### src/rtl/sm3_pkg.sv
// Shared SM3 types and word-level primitives used by message expansion and compression.
package sm3_pkg;

  typedef logic [0:31] word_t;

  localparam int SM3_ROUNDS = 64;

  // Rotation amount is taken modulo 32; a zero amount returns x unchanged.
  function automatic word_t rotl32(word_t x, int n);
    int unsigned s;
    s = n & 31;
    if (s == 0) return x;
    return word_t'((x << s) | (x >> (32 - s)));
  endfunction

  function automatic word_t p0(word_t x);
    return x ^ rotl32(x, 9) ^ rotl32(x, 17);
  endfunction

  function automatic word_t p1(word_t x);
    return x ^ rotl32(x, 15) ^ rotl32(x, 23);
  endfunction

  function automatic word_t ff_j(word_t x, word_t y, word_t z, int j);
    if (j < 16) return x ^ y ^ z;
    return (x & y) | (x & z) | (y & z);
  endfunction

  function automatic word_t gg_j(word_t x, word_t y, word_t z, int j);
    if (j < 16) return x ^ y ^ z;
    return (x & y) | (~x & z);
  endfunction

endpackage

### src/rtl/sm3_w_next.sv
// Combinational next-word generator: W_{j+16} from the current 16-word window taps.
module sm3_w_next
  import sm3_pkg::*;
(
  input  word_t r0_i,
  input  word_t r3_i,
  input  word_t r7_i,
  input  word_t r10_i,
  input  word_t r13_i,
  output word_t w16_o
);

  assign w16_o = p1(r0_i ^ r7_i ^ rotl32(r13_i, 15)) ^ rotl32(r3_i, 7) ^ r10_i;

endmodule

### src/rtl/sm3_msg_expand.sv
// SM3 message expansion: streams W_j / W'_j for j = 0..63 from a 16-word sliding window.
module sm3_msg_expand
  import sm3_pkg::*;
#(
  parameter int NUM_ROUNDS = SM3_ROUNDS
) (
  input  logic         input_clk,
  input  logic         input_rst_n,
  input  logic         input_start,
  input  logic [0:511] input_block,
  input  logic         input_ready,
  output logic         output_busy,
  output logic         output_valid,
  output logic [0:5]   output_j,
  output logic [0:31]  output_W,
  output logic [0:31]  output_Wp,
  output logic         output_done
);

  localparam logic [0:0] ST_IDLE = 1'b0;
  localparam logic [0:0] ST_RUN  = 1'b1;
  localparam logic [0:5] J_LAST  = 6'(NUM_ROUNDS - 1);

  logic [0:0] state_q, state_d;
  word_t      win_q [16];
  word_t      win_d [16];
  logic [0:5] j_q, j_d;
  logic       done_q, done_d;
  word_t      w_next;
  logic       hs;

  assign hs = (state_q == ST_RUN) && input_ready;

  sm3_w_next u_w_next (
    .r0_i  (win_q[0]),
    .r3_i  (win_q[3]),
    .r7_i  (win_q[7]),
    .r10_i (win_q[10]),
    .r13_i (win_q[13]),
    .w16_o (w_next)
  );

  always_comb begin
    state_d = state_q;
    j_d     = j_q;
    done_d  = 1'b0;
    for (int i = 0; i < 16; i++) win_d[i] = win_q[i];

    case (state_q)
      ST_IDLE: begin
        if (input_start) begin
          state_d = ST_RUN;
          j_d     = '0;
          for (int i = 0; i < 16; i++) win_d[i] = input_block[32*i +: 32];
        end
      end
      default: begin
        // Without a handshake everything holds, keeping outputs bit-stable during a stall.
        if (hs) begin
          for (int i = 0; i < 15; i++) win_d[i] = win_q[i+1];
          win_d[15] = w_next;
          if (j_q == J_LAST) begin
            state_d = ST_IDLE;
            j_d     = '0;
            done_d  = 1'b1;
          end else begin
            j_d = j_q + 6'd1;
          end
        end
      end
    endcase
  end

  always_ff @(posedge input_clk) begin
    if (!input_rst_n) begin
      state_q <= ST_IDLE;
      j_q     <= '0;
      done_q  <= 1'b0;
      for (int i = 0; i < 16; i++) win_q[i] <= '0;
    end else begin
      state_q <= state_d;
      j_q     <= j_d;
      done_q  <= done_d;
      for (int i = 0; i < 16; i++) win_q[i] <= win_d[i];
    end
  end

  assign output_busy  = (state_q == ST_RUN);
  assign output_valid = (state_q == ST_RUN);
  assign output_j     = j_q;
  assign output_W     = win_q[0];
  assign output_Wp    = win_q[0] ^ win_q[4];
  assign output_done  = done_q;

endmodule

### config.mk
export PLATFORM = sky130hd
export DESIGN_NAME = sm3_msg_expand
export DESIGN_NICKNAME = d
export VERILOG_FILES = /design/src/rtl/sm3_pkg.sv /design/src/rtl/sm3_w_next.sv /design/src/rtl/sm3_msg_expand.sv
export SDC_FILE = /design/constraint.sdc
export NUM_CORES = 1
export LEC_CHECK = 0
export BUFFER_PORTS_ARGS = -buffer_cell sky130_fd_sc_hd__buf_4
export CELL_PAD_IN_SITES_DETAIL_PLACEMENT = 2
export CELL_PAD_IN_SITES_GLOBAL_PLACEMENT = 2
export CORE_UTILIZATION = 37
export CTS_CLUSTER_DIAMETER = 150
export DETAILED_ROUTE_END_ITERATION = 8
export PLACE_DENSITY = 0.95
export SLEW_MARGIN = 0
export SYNTH_ARGS = -nofsm -noshare
export SYNTH_HDL_FRONTEND = slang
export SYNTH_SLANG_ARGS = --single-unit
### constraint.sdc
create_clock -name input_clk -period 4.35 [get_ports input_clk]
set_clock_uncertainty 0.05 [all_clocks]
set_input_delay 0.6525 -clock input_clk [delete_from_list [all_inputs] [get_ports input_clk]]
set_output_delay 0.6525 -clock input_clk [all_outputs]
set_load 0.01 [all_outputs]
Yosys cells after proc, flatten, opt, wreduce, memory -nomap -nowiden
Memories as Yosys holds them, arrays and structs flattened.
Index checks and enable logic that the tools add are counted.

word-level totals
  memories kept = 1
  output and inout port bits = 73
  register bits = 8
  RAM bits = 512
  logic and storage cells = 68

operators by class
  $add $sub $neg = 1
  bitwise gates (word level) = 27
  multiplexer cells = 30
  equality and inequality tests = 2
  reductions and logical operators = 4

memory list
  memory  depth  width  rd ports  clocked after Yosys merged registers in  write ports  RTL line              RTL
  win_q   16     32     16        0                                        16           sm3_msg_expand.sv:25  word_t win_q [16];

operators by type and width
  kind                   count
  $mux W512              3
  $mux W32               16
  $xor A32 B32 Y32       7
  $or A32 B15 Y32        2
  $or A32 B23 Y32        1
  $or A32 B7 Y32         1
  $mux W6                4
  $or A1 B1 Y1           16
  $mux W1                7
  $add A6 B1 Y6 const B  1
  $eq A6 B6 Y1 const B   1
  $reduce_and A3 Y1      1
  $ne A2 B1 Y1 const B   1
  $reduce_and A2 Y1      1
  $reduce_bool A2 Y1     1
  $logic_and A1 B1 Y1    1

Depth between registers and ports, before layout
An unclocked memory read counts as a cell.

  depth in word-level cells = 11
  gate-level depth with buffers = 8
  depth with buffers taken out = 5

Modules after synthesis
A second synthesis with hierarchy kept.

second synthesis, totals
  cell total of the unflattened synthesis = 2,547
  area, all modules = 26,436.6 um^2

modules (own cells, without submodules)
  module          sequential area each (um^2)  area an instance (um^2)  cells an instance  times used
  sm3_msg_expand  10,410.0                     24,559.8                 2,387              1
  sm3_w_next      0.0                          1,876.8                  160                1

Worst setup path after synthesis
No wires, ideal clock.

  path type = input -> register
  from = input input_ready
  to = memory win_q[0][100] (netlist name)
  buffers on the path = 4
  data required time = 4.184 ns
  path slack = 2.527 ns
  arrival = 1.657 ns
  stages on the path = 6
  library setup time = 0.116 ns
  cell sequence = mux2_1 > buf_2 > buf_6 > buf_6 > buf_6 > o211a_1

RTL lines
  item             RTL line              RTL
  start, declared  sm3_msg_expand.sv:11  input logic input_ready,
  end, declared    sm3_msg_expand.sv:25

==> reports/metrics.csv <==
stage;metric;value;unit
run_status;status;completed;
cts;clk_latency;0.62;ns
power_and_ir_drop;peakVddDrop;349;µV
layout;n_fill_cell;7289;
drt;vias;22700;
cts;cts_setup_buffers;0;
layout;final_cell_area;32700;µm²
global_routing;grt_usage;34.3;%
cts;clockBufferDepth;3;
sta;finalHoldViolCount;0;
floorplan;row_count;97;
cts;cts_hold_buf;0;
critical_path;worstPathRequired;4.81;ns
global_routing;grt_pass1_wl;176000;µm
drt;avgViaCountPerCell;5.75;
floorplan;core_area;70000;µm²
hold_path;min_path_type;primary input to flip-flop;
drt;drt.antenna.violating_nets;0;
floorplan;chipWidth;268;µm
synth;ys_ff_latch;520;
cts;numCtsBuffers;59;
drt;drt_iter0_markers;1566;
critical_path;cp_data_arrival_time;3.29;ns
sta;relSlewSlack;25.1;%
critical_path;reg2reg_slack;1.52;ns
hold_path;hold_depth;4;
cts;htree_levels;2;
placement;placed_cell_area;30600;µm²
synth;ys_seq_area_share;39.8;%
hold_path;min-delay-start;input_block[288];
sta;period_needed;2.83;ns
power_and_ir_drop;power_density;449;nW/µm²
sta;worst_slew_pin_slew;1.12;ns
drt;wl_per_cell;32.3;µm
floorplan;die_h;268;µm
cts;tritoncts;yes;
flow_run;max_cap_violations;0;
critical_path;crit_fanout;152;
floorplan;ioPinCount;589;
drt;routed_wirelength;127000;µm
critical_path;r2r_cells;4;
synth;syn-instance-count;2514;
critical_path;critical_path_class;flip-flop to flip-flop;
global_routing;grt_max_degree;153;
sta;layout_worst_path_cycle_share;65.1;%
synth;avgSynthCellArea;10.4;µm²
sta;holdWs;0.335;ns
floorplan;start_util;37.4;%
drt;drc;0;
global_routing;antenna_found_initial;26;
synth;synth.distinct_cells;33;
placement;gp_congestion;0.905;
cts;clock-sinks;520;
drt;drt_first_pass_iters;5;
critical_path;crit_path_start_kind;flip-flop;
layout;drive_gt1_share;24.1;%
sta;slew_viol_final;0;
global_routing;first_global_vias;24900;
sta;setup_tns;0;ns
placement;dp_hpwl;95400;µm
layout;fin_nets;3450;
global_routing;overflow;0;
sta;rsz0062_at_grt;no;
synth;synth-warning-count;0;
placement;numPortBuffers;588;
synth;synth_nets;3031;
hold_path;hold_path_end;win_q[0][319]$_SDFFE_PN0P_;
sta;setup_viol;0;
synth;synth_area;26200;µm²
critical_path;cp-end-kind;flip-flop;
floorplan;die_area;71800;µm²
cts;clock-root-buffer;clkbuf_16;
layout;area_growth_syn_to_layout;24.9;%
critical_path;r2r_end;win_q[0][263]$_SDFFE_PN0P_;
power_and_ir_drop;leakage;18.3;nW
cts;cts.clk_slew.worst_paths;0.06;ns
cts;post_cts_resized;0;
sta;max_freq;353;MHz
critical_path;worstReg2RegStart;output_busy$_SDFF_PN0_;
## power by group
part	switching (mW)	leakage [nW]	internal [mW]	total, mW
clock	2.13	0.996	3.10	5.23
combinational	1.88	13.0	1.61	3.50
sequential	0.717	4.32	5.24	5.95
## cell usage after synthesis, drive strengths merged
cell | n | area [µm²]
a21boi | 2 | 15.0
a21oi | 34 | 170
a22oi | 1 | 7.51
a31oi | 2 | 12.5
and2 | 2 | 12.5
and3 | 3 | 18.8
and3b | 1 | 8.76
buf | 145 | 1120
clkbuf | 119 | 447
dfxtp | 520 | 10400
ha | 1 | 12.5
mux2 | 1 | 11.3
mux2i | 480 | 4800
nand2 | 484 | 1820
nand2b | 1 | 6.26
nand3 | 3 | 15.0
nand3b | 1 | 7.51
nor2 | 1 | 3.75
nor2b | 1 | 6.26
nor3 | 1 | 5.00
o211a | 480 | 4800
o211ai | 2 | 15.0
o21ai | 4 | 20.0
o221ai | 32 | 280
or3 | 1 | 6.26
xnor2 | 64 | 561
xnor3 | 32 | 721
xor2 | 96 | 841
## through the flow
step,worst slack [ns],util [%],power (mW),std cells
detailed placement,1.60,43.7,9.43,3812
floorplan,2.53,-,7.81,2514
CTS,1.56,46.6,14.7,3919
finish,1.52,46.7,14.7,3941
global route,1.42,46.7,15.1,3940
global placement,1.77,43.7,9.24,3812
## layer usage
metal / vias to the layer above / wire, µm / GRT usage (%)
li1: 9915 / - / -
met1: 11500 / 49500 / 39.2
met2: 885 / 61500 / 58.0
met3: 344 / 6780 / 5.81
met4: 8 / 9600 / 24.6
met5: - / 52 / 0
## cells in the final DEF, fill, tap and decap left out, types with 2 or more instances in the layout
cell         n
and3_1       3
o211a_1    480
nand2_1    484
xnor3_1     32
clkbuf_8    15
bufinv_16    5
and2_1       2
o21ai_0      3
xnor2_1     64
dfxtp_1    519
clkbuf_1    12
diode_2     22
buf_4      609
clkbuf_16   61
o221ai_1    32
a21oi_1     34
a31oi_1      2
mux2i_1    480
xor2_1      96
nand3_1      3
clkinv_2    11
o211ai_1     2
buf_12      12
## layout make-up
class | count | area, µm² | area share, %
multi-input combinational | 1730 | 14200 | 43.4
timing repair buffer | 622 | 4830 | 14.8
sequential | 520 | 10400 | 31.9
clock inverter | 19 | 230 | 0.705
tap | 940 | 1180 | 3.60
clock buffer | 88 | 1780 | 5.44
antenna | 22 | 55.1 | 0.168
## cells by family (layout without fill, tap and decap cells)
| logic type | after synthesis | in the layout | synth area share (%) |
|---|---|---|---|
| XOR/XNOR | 192 | 192 | 8.11 |
| multiplexers | 481 | 481 | 18.4 |
| buffers and inverters | 264 | 729 | 5.98 |
| AND/OR/NAND/NOR | 499 | 499 | 7.29 |
| other | 0 | 22 | 0 |
| adder cells (fa/ha/maj) | 1 | 1 | 0.0478 |
| flip-flops | 520 | 520 | 39.8 |
| AO/OA/AOI/OAI | 557 | 557 | 20.4 |
## flip-flops by register name, summed over array words and instances, names as in the netlist
register	count
output_j	6
win_q	512
output_busy	1
output_done	1
## worst max-delay path, stage by stage, from the launching register on
cell and delay (ns):
dfxtp_4 0.68, mux2_8 0.97, buf_4 0.57, nand2_1 0.16, o211a_1 0.18
## worst max-delay path by stage
| stage | slack [ns] | startpoint | end | cells after the start |
|---|---|---|---|---|
| 6_report | 1.52 | output_busy$_SDFF_PN0_ | win_q[0][263]$_SDFFE_PN0P_ | 4 |
| 5_1_grt | 1.42 | output_busy$_SDFF_PN0_ | win_q[0][40]$_SDFFE_PN0P_ | 4 |
| 4_1_cts | 1.56 | output_busy$_SDFF_PN0_ | win_q[0][40]$_SDFFE_PN0P_ | 4 |
| 3_5_place_dp | 1.60 | output_busy$_SDFF_PN0_ | win_q[0][72]$_SDFFE_PN0P_ | 4 |
| 3_3_place_gp | 1.77 | output_busy$_SDFF_PN0_ | win_q[0][332]$_SDFFE_PN0P_ | 5 |
| 2_1_floorplan | 2.53 | input_ready | win_q[0][100]$_SDFFE_PN0P_ | 6 |
(Power assumes the default switching activity.)
